## src/rtl/spi_pkg.sv

```systemverilog
// Shared types and defaults for the SPI responder.
package spi_pkg;

  // Word width used by the existing 8-bit initiator link.
  localparam int SPI_WIDTH = 8;

  // Frame-level states of the responder.
  typedef enum logic [1:0] {
    IDLE  = 2'd0,
    LOAD  = 2'd1,
    SHIFT = 2'd2,
    DONE  = 2'd3
  } spi_slave_state_t;

endpackage

```

## src/rtl/spi_sync.sv

```systemverilog
// Multi-stage pin synchronizer with registered rise/fall strobes.
module spi_sync #(
  parameter int   SYNC_STAGES = 2,
  parameter logic RST_VAL     = 1'b0
) (
  input  logic clk,
  input  logic rst,
  input  logic din,
  output logic level,
  output logic rise,
  output logic fall
);

  logic [SYNC_STAGES-1:0] sync_q;
  logic                   prev_q;

  // Shift the pin through the synchronizer and compare against the previous level
  always_ff @(posedge clk or posedge rst) begin
    if (rst) begin
      sync_q <= {SYNC_STAGES{RST_VAL}};
      prev_q <= RST_VAL;
      rise   <= 1'b0;
      fall   <= 1'b0;
    end else begin
      sync_q <= {sync_q[SYNC_STAGES-2:0], din};
      prev_q <= sync_q[SYNC_STAGES-1];
      rise   <= sync_q[SYNC_STAGES-1] & ~prev_q;
      fall   <= ~sync_q[SYNC_STAGES-1] & prev_q;
    end
  end

  assign level = sync_q[SYNC_STAGES-1];

endmodule

```

## src/rtl/spi_slave.sv

```systemverilog
// Mode-0, MSB-first SPI responder oversampled in the local clk domain.
// One-entry transmit holding register feeds miso; received words go to rxd.
module spi_slave
  import spi_pkg::*;
#(
  parameter int WIDTH       = SPI_WIDTH,
  parameter int SYNC_STAGES = 2
) (
  input  logic             clk,
  input  logic             rst,
  input  logic             sclk,
  input  logic             cs,
  input  logic             mosi,
  output logic             miso,
  input  logic [WIDTH-1:0] txd,
  input  logic             tx_valid,
  output logic             tx_ready,
  output logic [WIDTH-1:0] rxd,
  output logic             validout,
  output logic             busy,
  output logic             underrun
);

  localparam int              CNT_W = $clog2(WIDTH);
  localparam logic [CNT_W-1:0] LAST = CNT_W'(WIDTH - 1);

  spi_slave_state_t state;
  logic [CNT_W-1:0] cnt;
  logic             wait_fall;
  logic             hold_full;
  logic [WIDTH-1:0] hold_data;
  logic [WIDTH-1:0] tx_shift;
  logic [WIDTH-1:0] rx_shift;

  logic sclk_rise, sclk_fall, sclk_level_unused;
  logic cs_rise, cs_fall, cs_level;
  logic mosi_s, mosi_rise_unused, mosi_fall_unused;

  logic hold_wr, abort, do_load, do_rx, do_tx;

  spi_sync #(.SYNC_STAGES(SYNC_STAGES), .RST_VAL(1'b0)) u_sync_sclk (
    .clk   (clk),
    .rst   (rst),
    .din   (sclk),
    .level (sclk_level_unused),
    .rise  (sclk_rise),
    .fall  (sclk_fall)
  );

  // Chip select idles high, so its synchronizer resets high (busy low).
  spi_sync #(.SYNC_STAGES(SYNC_STAGES), .RST_VAL(1'b1)) u_sync_cs (
    .clk   (clk),
    .rst   (rst),
    .din   (cs),
    .level (cs_level),
    .rise  (cs_rise),
    .fall  (cs_fall)
  );

  spi_sync #(.SYNC_STAGES(SYNC_STAGES), .RST_VAL(1'b0)) u_sync_mosi (
    .clk   (clk),
    .rst   (rst),
    .din   (mosi),
    .level (mosi_s),
    .rise  (mosi_rise_unused),
    .fall  (mosi_fall_unused)
  );

  assign tx_ready = ~hold_full;
  assign hold_wr  = tx_valid & tx_ready;
  assign busy     = ~cs_level;
  assign miso     = tx_shift[WIDTH-1];

  // A chip-select rise outside IDLE abandons the frame and wins over any sclk strobe.
  assign abort   = cs_rise & (state != IDLE);
  // Reload happens either in LOAD or on the sclk fall that follows a completed word.
  assign do_load = ~abort & ((state == LOAD) |
                             ((state == SHIFT) & wait_fall & sclk_fall));
  assign do_rx   = ~abort & (state == SHIFT) & ~wait_fall & sclk_rise;
  assign do_tx   = ~abort & (state == SHIFT) & ~wait_fall & sclk_fall;

  // Holding-register payload and receive shifter carry no reset; control qualifies them
  always_ff @(posedge clk) begin
    if (hold_wr) hold_data <= txd;
    if (do_rx)   rx_shift  <= {rx_shift[WIDTH-2:0], mosi_s};
  end

  // Frame FSM, bit counter, holding-register flag, transmit shifter and outputs
  always_ff @(posedge clk or posedge rst) begin
    if (rst) begin
      state     <= IDLE;
      cnt       <= '0;
      wait_fall <= 1'b0;
      hold_full <= 1'b0;
      tx_shift  <= '0;
      rxd       <= '0;
      validout  <= 1'b0;
      underrun  <= 1'b0;
    end else begin
      validout <= 1'b0;
      underrun <= 1'b0;
      if (hold_wr) hold_full <= 1'b1;
      if (abort) begin
        state     <= IDLE;
        cnt       <= '0;
        wait_fall <= 1'b0;
        tx_shift  <= '0;
      end else begin
        // A write landing in the same cycle as a load is not seen by that load.
        if (do_load) begin
          if (hold_full) begin
            tx_shift  <= hold_data;
            hold_full <= 1'b0;
          end else begin
            tx_shift <= '0;
            underrun <= 1'b1;
          end
        end
        if (do_tx) tx_shift <= {tx_shift[WIDTH-2:0], 1'b0};
        case (state)
          IDLE: begin
            cnt       <= '0;
            wait_fall <= 1'b0;
            tx_shift  <= '0;
            if (cs_fall) state <= LOAD;
          end
          LOAD: state <= SHIFT;
          SHIFT: begin
            if (wait_fall && sclk_fall) wait_fall <= 1'b0;
            if (do_rx) begin
              if (cnt == LAST) state <= DONE;
              else             cnt   <= cnt + CNT_W'(1);
            end
          end
          DONE: begin
            rxd       <= rx_shift;
            validout  <= 1'b1;
            cnt       <= '0;
            wait_fall <= 1'b1;
            state     <= SHIFT;
          end
          default: state <= IDLE;
        endcase
      end
    end
  end

endmodule
```

## config.mk

```make
export PLATFORM = sky130hd
export DESIGN_NAME = spi_slave
export DESIGN_NICKNAME = d
export VERILOG_FILES = /design/src/rtl/spi_pkg.sv /design/src/rtl/spi_sync.sv /design/src/rtl/spi_slave.sv
export SDC_FILE = /design/constraint.sdc
export NUM_CORES = 1
export LEC_CHECK = 0
export ABC_AREA = 1
export BUFFER_PORTS_ARGS = -buffer_cell sky130_fd_sc_hd__buf_4
export CAP_MARGIN = 20
export CORE_ASPECT_RATIO = 1.4
export CORE_UTILIZATION = 57
export CTS_CLUSTER_SIZE = 25
export DETAILED_ROUTE_END_ITERATION = 7
export HOLD_SLACK_MARGIN = 0.03
export MAX_ROUTING_LAYER = met4
export PLACE_DENSITY = 0.85
export SYNTH_ARGS = -nofsm -noshare
export SYNTH_HDL_FRONTEND = slang
export SYNTH_HIERARCHICAL = 1
export SYNTH_SLANG_ARGS = --single-unit
```

## constraint.sdc

```tcl
create_clock -name clk -period 2.14 [get_ports clk]
set_input_delay 0.428 -clock clk [delete_from_list [all_inputs] [get_ports clk]]
set_output_delay 0.428 -clock clk [all_outputs]
set_load 0.02 [all_outputs]
```

==> reports/qor.txt <==
HOLD PATH
---------------------------------------------------------------------------------
Worst hold path type                                                 input pin to flip-flop

WORST SETUP PATH
---------------------------------------------------------------------------------
CP startpoint kind                                                      flip-flop
Critical-path maximum fanout                                                   17
Cell Chain, Critical Path                                            inv_1 -> ha_1 -> inv_2 -> nand2_2 -> nand4_4 -> a21oi_4 -> nand2_1 -> nand2_1
Critical-path top delay cell                                         sky130_fd_sc_hd__dfrtp_1
Endpoint kind of the worst setup timing path                            flip-flop
Most numerous cell on the critical path                              sky130_fd_sc_hd__nand2_1
Crit path DAT                                                             2050 ps
Gate family responsible for the most delay along the worst path      simple AND/OR/NAND/NOR gates
Classification of the worst setup path                               flip-flop to flip-flop
WP buf/inv                                                                      2
Worst path required time                                                  2380 ps
Largest stage delay on the critical path                                   450 ps

CTS
---------------------------------------------------------------------------------
Number of H-tree branching levels                                               2
TritonCTS buffer count                                                          5
CTS tree                                                                      yes
Clock-pin transition on the worst setup and hold timing paths               90 ps
Setup fix buffers added after clock tree synthesis                              0
Cell chosen for the clock root                                       sky130_fd_sc_hd__clkbuf_8
Bufs on Longest Clock Path                                                      2
Clock latency of the later-clocked register in the worst-skew pair         300 ps
Clock tree sinks                                                               53

FLOORPLANNING
---------------------------------------------------------------------------------
Site row count                                                                 26
Core box area                                                         0.00371 mm2
Area of the die                                                       0.00418 mm2
Vertical extent of the die                                                76.1 um
Effective utilization at floorplan                                          60.3%
Die width                                                                 54.9 um
Num ports                                                                      27

POWER
---------------------------------------------------------------------------------
Static power due to leakage                                               1.35 nW
Combinational Power Share                                                   37.2%
Switch Pwr                                                                1.28 mW
Clock power frac                                                            19.5%
Cell-internal power                                                       2.10 mW
Power Density                                                         1300 mW/mm2
Peak supply drop                                                          1.04 mV
Post-route total power                                                    3.38 mW
Sequential Power Share                                                      43.3%
Switching portion of total power                                            37.8%

TIMING
---------------------------------------------------------------------------------
Number of slew-limit violations in the final report                             0
Final number of setup-violating endpoints                                       0
Total Neg Setup Slack                                                        0 ps
Ratio of final minimum period to clock period                               84.4%
Number of endpoints with negative hold slack in the final report                0
Post-Route Hold Slack                                                      230 ps
Worst clock skew                                                          5.24 ps
Setup repair after global routing missed its margin                         false
Final critical delay including setup and external delays                  1810 ps
Maximum frequency from static timing analysis                           0.554 GHz
Worst relative slew slack                                                   59.7%
Least-Margin Pin Slew                                                      603 ps

PLACED DESIGN
---------------------------------------------------------------------------------
Input/output buffers                                                           26
Post-detail-place hpwl                                                    2550 um
Cell area after placement                                             0.00248 mm2
Cell Count Post-Placement                                                     293
RePlAce Congestion                                                          0.842

GLOBAL ROUTING
---------------------------------------------------------------------------------
Grt total ovfl                                                                  0
Maximum number of pins on one net before global-route repair                   26
Vias in the first global route                                              1,450
Global routing usage summed across all routing layers                       20.7%
Number of antenna violations at the first check in global routing               0
Global-route wire length before repair                                    6160 um

CELLS AND AREA
---------------------------------------------------------------------------------
Non-filler instance count after layout                                        302
Share of post-route cells with drive strength above 1                       20.4%
Sequential Area                                                       0.00141 mm2
FILL cells                                                                    285
Leading cell types in the layout, fill and taps excluded             sky130_fd_sc_hd__nand2_1 (84), sky130_fd_sc_hd__dfrtp_1 (34), sky130_fd_sc_hd__buf_4 (28), sky130_fd_sc_hd__inv_1 (27), sky130_fd_sc_hd__edfxtp_1 (16)
Ant. Diodes                                                                     0
Area added between synthesis and finish                                     16.3%
Area of the multi-input gates                                             684 um2
Nets                                                                          279
Post-route standard cell area excluding fillers                       0.00260 mm2
Most common cell after layout, fill and taps aside                   sky130_fd_sc_hd__nand2_1

ROUTE
---------------------------------------------------------------------------------
Wire length on met3                                                        118 um
Per-cell via count in the routed design                                      5.03
Routed metal-1 wirelength                                                 1610 um
Initial DRC Count                                                              57
Routed Antenna Nets                                                             0
Routed wire length                                                        3600 um
Vias post-DR                                                                1,520
Uppermost signal routing layer after detailed routing                        met4
DRT Pass-1 Iters                                                                4
DRC errors left                                                                 0
Total length of routed met2 wires                                         1800 um
Average wire per standard cell                                            11.9 um

RUN STATUS
---------------------------------------------------------------------------------
Status                                                               finished clean

SYNTHESIS
---------------------------------------------------------------------------------
Average footprint of a synthesized cell                                  9.89 um2
Net count of the mapped netlist                                               246
Post-synthesis cell count                                                     226
Total number of yosys warnings                                                  6
Post-synthesis instance area                                          0.00223 mm2

FLOW RUN
---------------------------------------------------------------------------------
Max capacitance violation total                                                 0

final timing paths:
check,end,start,cells past startpoint,slack (ps)
min in group asynchronous,u_sync_mosi/sync_q[0]$_DFF_PP0_,rst,3,540
max in group asynchronous,cnt[1]$_DFFE_PP0P_,rst,4,1140
min,u_sync_sclk/sync_q[0]$_DFF_PP0_,sclk,1,230
max reg2reg,tx_shift[5]$_DFFE_PP0P_,state[0]$_DFFE_PP0P_,8,330
min reg2reg,u_sync_cs/sync_q[1]$_DFF_PP1_,u_sync_cs/sync_q[0]$_DFF_PP1_,0,360
max,tx_shift[5]$_DFFE_PP0P_,state[0]$_DFFE_PP0P_,8,330
stage by stage:
step	util, %	worst slack [ps]
global route	70.1	148
detailed placement	66.8	397
global placement	66.8	514
floorplan	-	185
CTS	70.1	325
finish	70.1	334
final cells by class:
type	instances	area share, %
well taps	42	2.02
inverters	32	4.62
clock buffers	6	2.79
clock inverters	2	1.49
multi-input cells	138	26.3
flip-flops and latches	53	54.3
repair buffers	29	8.47
per-layer routing:
| layer | vias up | GRT usage (%) |
|---|---|---|
| li1 | 775 | - |
| met1 | 703 | 26.9 |
| met2 | 36 | 31.1 |
| met3 | 6 | 4.79 |
| met4 | 0 | 7.75 |
| met5 | - | - |
timing repair:
action,CTS,global route
endpoints found under the setup margin,0,0
endpoints found under the hold margin,9,0
hold buffers,1,0
resized for setup,0,0
power groups by stage:
| stage | Clock (mW) | Sequential, mW | Combinational [mW] |
|---|---|---|---|
| after floorplan | 0 | 1.54 | 0.827 |
| after global placement | 0 | 1.47 | 1.23 |
| after detailed placement | 0 | 1.48 | 1.26 |
| after CTS | 0.675 | 1.47 | 1.27 |
| after global routing | 0.714 | 1.51 | 1.43 |
| final | 0.659 | 1.47 | 1.26 |
flip-flops by register name, indices dropped and copies added (netlist names):
register / cells
cnt: 3
u_sync_sclk/sync_q: 2
u_sync_cs/fall: 1
state: 2
rxd: 8
u_sync_sclk/fall: 1
hold_full: 1
u_sync_sclk/prev_q: 1
tx_shift: 8
u_sync_cs/sync_q: 2
rx_shift: 8
wait_fall: 1
u_sync_mosi/sync_q: 2
u_sync_cs/rise: 1
validout: 1
u_sync_sclk/rise: 1
underrun: 1
u_sync_cs/prev_q: 1
hold_data: 8
Power figures use the tool's default switching activity.
